## src/rtl/pc_fetch_unit.sv

```systemverilog
// PC register and fetch sequencer: BOOT -> FETCH (memory handshake) -> EXEC, with
// halt/stall/jump overrides and a sticky fetch-timeout flag.
module pc_fetch_unit #(
    parameter logic [31:0] RESET_PC  = 32'h0000_0000,
    parameter int          MAX_WAIT  = 15,
    parameter int          WAIT_BITS = 4
) (
    input  logic        clock,
    input  logic        reset,
    input  logic [31:0] PC_Branch,
    input  logic        Jump,
    input  logic [31:0] Jump_Addr,
    input  logic        Halt,
    input  logic        Stall,
    input  logic        Mem_Ready,
    output logic        Mem_Req,
    output logic [31:0] PC,
    output logic [31:0] PC_next,
    output logic        Instr_Valid,
    output logic        Halted,
    output logic        Fetch_Error
);

    typedef enum logic [1:0] {S_BOOT, S_FETCH, S_EXEC, S_HALT} state_t;

    localparam logic [WAIT_BITS-1:0] WAIT_LIM = WAIT_BITS'((MAX_WAIT > 0) ? MAX_WAIT - 1 : 0);
    localparam logic [WAIT_BITS-1:0] WAIT_ONE = WAIT_BITS'(1);

    state_t                state, state_nxt;
    logic [31:0]           pc, pc_nxt;
    logic [WAIT_BITS-1:0]  wait_cnt, wait_nxt;
    logic                  fetch_error, err_nxt;

    always_ff @(posedge clock) begin
        if (reset) begin
            state       <= S_BOOT;
            pc          <= RESET_PC;
            wait_cnt    <= '0;
            fetch_error <= 1'b0;
        end else begin
            state       <= state_nxt;
            pc          <= pc_nxt;
            wait_cnt    <= wait_nxt;
            fetch_error <= err_nxt;
        end
    end

    always_comb begin
        state_nxt = state;
        pc_nxt    = pc;
        wait_nxt  = wait_cnt;
        err_nxt   = fetch_error;
        case (state)
            S_BOOT: state_nxt = S_FETCH;
            S_FETCH: begin
                if (Mem_Ready) begin
                    state_nxt = S_EXEC;
                    wait_nxt  = '0;
                end else begin
                    wait_nxt = wait_cnt + WAIT_ONE;
                    // Ready on the limit cycle takes the branch above, so no error then.
                    if (MAX_WAIT != 0 && wait_cnt == WAIT_LIM) begin
                        err_nxt   = 1'b1;
                        state_nxt = S_HALT;
                    end
                end
            end
            S_EXEC: begin
                if (Halt) begin
                    state_nxt = S_HALT;
                end else if (!Stall) begin
                    pc_nxt    = Jump ? Jump_Addr : PC_Branch;
                    state_nxt = S_FETCH;
                end
            end
            default: ;
        endcase
    end

    assign PC          = pc;
    assign PC_next     = pc + 32'd1;
    assign Mem_Req     = (state == S_FETCH);
    assign Instr_Valid = (state == S_EXEC);
    assign Halted      = (state == S_HALT);
    assign Fetch_Error = fetch_error;

endmodule

```

## config.mk

```make
export PLATFORM = sky130hd
export DESIGN_NAME = pc_fetch_unit
export DESIGN_NICKNAME = d
export VERILOG_FILES = /design/src/rtl/pc_fetch_unit.sv
export SDC_FILE = /design/constraint.sdc
export NUM_CORES = 1
export LEC_CHECK = 0
export ABC_CLOCK_PERIOD_IN_PS = 1800
export BUFFER_PORTS_ARGS = -buffer_cell sky130_fd_sc_hd__buf_2
export CORE_MARGIN = 3
export CORE_UTILIZATION = 46
export CTS_BUF_LIST = sky130_fd_sc_hd__clkbuf_2
export CTS_CLUSTER_SIZE = 20
export DETAILED_ROUTE_END_ITERATION = 8
export PLACE_DENSITY = 0.83
export SLEW_MARGIN = 10
export SYNTH_ARGS = -nofsm -noshare
export SYNTH_HDL_FRONTEND = slang
export SYNTH_SLANG_ARGS = --single-unit
```

## constraint.sdc

```tcl
create_clock -name clock -period 1.8 [get_ports clock]
set_clock_uncertainty 0.05 [all_clocks]
set_input_delay 0.18 -clock clock [delete_from_list [all_inputs] [get_ports clock]]
set_output_delay 0.18 -clock clock [all_outputs]
set_load 0.02 [all_outputs]
```

### After elaboration in Yosys (flattened, before gate mapping)

Cells that the tools add are included.

* output and inout port bits: 68
* input port bits: 70
* logic and storage cells: 27
* bits in registers: 39

* $add $sub $neg: 2
* reduce and logical (&&, ||, !) cells: 5
* eq/ne operators: 6
* bitwise gates (word level): 3
* multiplexer cells: 7

Operators with widths (number)
* 32-bit by 1-bit adder with 32-bit output, second input constant: 1
* 32-bit 2-to-1 mux: 1
* 3-bit AND reduction: 3
* 2-bit 2-to-1 mux: 4
* 2-bit one-hot mux with 3 select lines: 1
* 4-bit by 1-bit adder with 4-bit output, second input constant: 1
* 2-bit equality test, second input constant: 2
* 4-bit equality test, second input constant: 1
* 4-bit 2-to-1 mux: 1
* 3-bit by 2-bit inequality test with 1-bit output, second input constant: 1
* 3-bit inequality test, second input constant: 1
* 1-bit inverter: 3
* 3-bit nonzero test: 1
* 2-bit by 1-bit equality test with 1-bit output, second input constant: 1
* 2-bit logical NOT: 1

### Depth between registers and ports, before layout

* depth after elaboration: 4
* mapped depth: 8
* depth with buffers taken out: 6

### Worst setup path before layout

No wires, ideal clock.

* path type: reg2out
* from: reg pc[13] (netlist: PC[13])
* to: out PC_next[26]
* setup slack: -0.294 ns
* path buffers: 1
* cell stages (with the launch flop): 6
* arrival: 1.864 ns
* data required time: 1.570 ns
* cells stage by stage: dfxtp_1 nand4_2 or3_1 buf_6 nor4b_2 xor2_1

* cells in the longest elaborated chain, start to end: 1

Ends and longest elaborated chain
* from (decl): line 30 `logic [31:0] pc, pc_nxt;`
* from (signal assigned): line 42 `pc <= pc_nxt;`
* 32-bit by 1-bit adder with 32-bit output: line 81 `assign PC_next = pc + 32'd1;`
* to (decl): line 18 `output logic [31:0] PC_next,`

No other way between the ends.

### Worst setup path in the final report

* from: reg pc[5] (netlist: PC[5])
* to: out PC_next[24]

Same word-level chain as after synthesis.

==> Implementation_results.wiki <==
{| class="wikitable"
! Metric !! Value
|-
| Net count after synthesis || 362
|-
| Flip-flop and latch count after synthesis || 39
|-
| Distinct cells, synth || 30
|-
| Worst Min Path Start || PC_Branch[27]
|-
| Multiplexer fraction of the synthesized cell area || 14.2%
|-
| Vias per inst || 5.60
|-
| Synthesized area per cell || 8.65 um2
|-
| Wire length of the first global-routing pass || 13900 um
|-
| Critical path startpoint || PC[5]$_SDFFE_PP0P_
|-
| Clock H-tree levels || 2
|-
| Count of maximum capacitance violations || 0
|-
| Critical path data arrival time || 2.11 ns
|-
| Worst-path clk slew || 0.24 ns
|-
| Violations in the final reports || negative setup slack
|-
| Dpl cells || 512
|-
| Number of warning messages in the yosys log || 0
|-
| Number of fillers in the final layout || 260
|-
| Setup Total Neg Slack || -9.96 ns
|-
| Post-synth design cell area || 2460 um2
|-
| Pin count of the biggest net entering global routing || 40
|-
| Average wire per cell in the routed design || 18.6 um
|-
| Routed via count || 3102
|-
| Latest clock arrival within the worst-skew pair || 0.42 ns
|-
| Final Wtd Congestion || 0.829
|-
| Post-route minimum period || 2.34 ns
|-
| Count of inserted antenna diode cells || 0
|-
| Simple logic cell fraction of the synthesized area || 23.5%
|-
| Number of setup violations in the final report || 27
|-
| Number of buffers on the longest clock path || 2
|-
| Final cell count without fillers || 554
|-
| Initial core utilization || 48.0%
|-
| Final Max Tran Viols || 0
|-
| Remaining global-route overflow || 0
|-
| Compound-gate portion of the synthesized area || 11.9%
|-
| Peak clock frequency supported by timing || 0.427 GHz
|-
| CTS Root Buffer Type || sky130_fd_sc_hd__clkbuf_2
|-
| DRC violations left || 0
|-
| Final Core Density || 88.3%
|-
| Cell count after synthesis || 285
|-
| Total power consumption of the routed design || 2.66 mW
|-
| Worst-margin pin slew || 0.809 ns
|-
| All-Layer GR Usage || 28.2%
|-
| Post-route clock period utilization || 130%
|-
| Worst hold margin || 0.0140 ns
|-
| Most frequent standard cell in the layout excluding fill and tap cells || sky130_fd_sc_hd__buf_2
|-
| Largest driver fanout on the critical path || 4
|-
| Type of the most critical hold path || input port to flop
|-
| Power Dens Cells || 586 nW/um2
|-
| Layout cell share with drive strength beyond 1 || 61.2%
|-
| Overall die width || 79.2 um
|-
| Core footprint || 5140 um2
|-
| Cell Rows || 26
|-
| Die Span Y || 79.2 um
|-
| Die ar. || 6270 um2
|-
| CTS Buf Count || 5
|-
| HPWL reported at the end of detailed placement || 5900 um
|-
| Syn-to-layout area delta || 84.1%
|-
| Worst reg2reg startpoint || state[0]$_SDFFE_PP0P_
|-
| Outcome || finished with violations
|-
| Hold Violations, Final || 0
|-
| Commonest cells after routing, fill and taps aside || sky130_fd_sc_hd__buf_2, sky130_fd_sc_hd__buf_4, sky130_fd_sc_hd__nor2_1, sky130_fd_sc_hd__mux2i_1, sky130_fd_sc_hd__a211oi_1
|-
| Start-to-end type of the worst setup path || flop to output pin
|-
| Required time at the endpoint of the critical path || 1.57 ns
|-
| Initial antenna violation count || 0
|-
| Standby leakage power || 2.33 nW
|-
| Via count of the first global-routing pass || 2788
|-
| VDD IR max || 0.579 mV
|-
| Final critical-path setup slack || -0.544 ns
|-
| Share of the synthesized netlist area taken by xor and xnor gates || 10.7%
|-
| Post-detailed-routing wire length || 10300 um
|-
| Number of ports placed on the die boundary || 138
|-
| Crit. End Element || output pin
|-
| Dominant combinational cell family by area after synthesis || simple AND/OR/NAND/NOR gates
|-
| Clock tree from TritonCTS || yes
|-
| Antenna-violating nets left || 0
|-
| Number of nets in the layout || 560
|-
| Sort of element at the start of the critical path || flop
|-
| Primary FF master, synth || sky130_fd_sc_hd__dfxtp_1
|-
| Headroom to the max-slew limit || 46.1%
|-
| Count of buffers from port buffering || 137
|-
| Iter 0 DRT Violations || 167
|-
| CTS sink count || 39
|-
| Setup repair after global routing missed its margin || true
|-
| Count of flip-flops with a built-in enable after synthesis || 0
|-
| Number of detailed-routing iterations run before antenna repair || 5
|-
| Post-synthesis share of cell area spent on full adders, half adders and majority gates || 3.55%
|-
| Proportion of register bits with asynchronous set or reset after synthesis || 0%
|-
| Sequential cell area fraction in the yosys report || 31.7%
|}
[kinds of logic after synthesis]
kind of cell,Yosys count
AOI/OAI and AO/OA,40
xor gates and xnor gates,30
adders and majority gates,7
buffers and inverters,26
DFF,39
muxes,35
and+or+nand+nor,108
[report_power, final]
group | internal, mW | switching [mW] | total (mW)
Combinational | 0.450 | 0.519 | 0.969
Clock | 0.375 | 0.321 | 0.697
Sequential | 0.929 | 0.0649 | 0.994
Total | 1.75 | 0.906 | 2.66
[cell type report]
class / instances / area (um2) / share of cell area (%)
clock buffer: 5 / 25.0 / 0.551
tap: 70 / 87.6 / 1.93
sequential: 39 / 845 / 18.6
clock inverter: 3 / 66.3 / 1.46
timing repair buffer: 209 / 1490 / 32.8
multi-input combinational: 221 / 2000 / 44.1
inverter: 7 / 26.3 / 0.579
[Yosys cell counts, drive strengths merged, types with 7 or more instances]
| master | count | area [um2] |
|---|---|---|
| a211oi | 33 | 248 |
| buf | 13 | 63.8 |
| dfxtp | 39 | 781 |
| ha | 7 | 87.6 |
| inv | 7 | 26.3 |
| mux2i | 35 | 350 |
| nand2 | 14 | 52.6 |
| nand3 | 11 | 55.1 |
| nand4 | 8 | 62.6 |
| nor2 | 48 | 180 |
| xnor2 | 14 | 123 |
| xor2 | 16 | 140 |
[stage by stage]
step | cell area, um2 | setup WS [ns]
after global placement | 3720 | -0.0365
after floorplan | 2700 | -0.0230
after CTS | 4210 | -0.533
final | 4540 | -0.544
after detailed placement | 3720 | -0.0942
after global routing | 4540 | -0.669
[state kept, by name, indices dropped and copies added (netlist names)]
name         cells
state            2
PC              32
Fetch_Error      1
wait_cnt         4
[worst max-delay path, stage by stage (launching register included)]
cell and delay [ns]:
sky130_fd_sc_hd__dfxtp_4 0.41, sky130_fd_sc_hd__nand4_1 0.18, sky130_fd_sc_hd__nor4_4 0.31, sky130_fd_sc_hd__buf_4 0.18
sky130_fd_sc_hd__buf_4 0.13, sky130_fd_sc_hd__nand3_2 0.08, sky130_fd_sc_hd__xnor2_1 0.24, sky130_fd_sc_hd__buf_4 0.19
[timing repair]
item | 4_1_cts | 5_1_grt
hold endpoints to repair | 1 | 0
hold buffers | 1 | 0
pin swaps | 25 | 27
setup endpoints to repair | 29 | 58
gates resized for setup | 74 | 33
gates cloned | 1 | 4
buffers inserted | 17 | 16
[final timing paths]
kind | endpoint | slack (ns) | cells past startpoint
worst max-delay path | PC_next[24] | -0.54 | 7
worst min-delay path | PC[27]$_SDFFE_PP0P_ | 0.01 | 3
worst max register to register | PC[12]$_SDFFE_PP0P_ | 0.05 | 8
worst min register to register | wait_cnt[2]$_SDFFE_PP0N_ | 0.47 | 2
[per-layer routing]
layer	share of wire, %	track usage (%)	up-vias	routed length, um
li1	-	-	1424	-
met1	37	31.7	1479	3810
met2	53	53.4	168	5500
met3	6.6	4.99	31	680
met4	2.9	8.59	0	299
met5	0	0	-	0
Power figures use the tool's default switching activity.
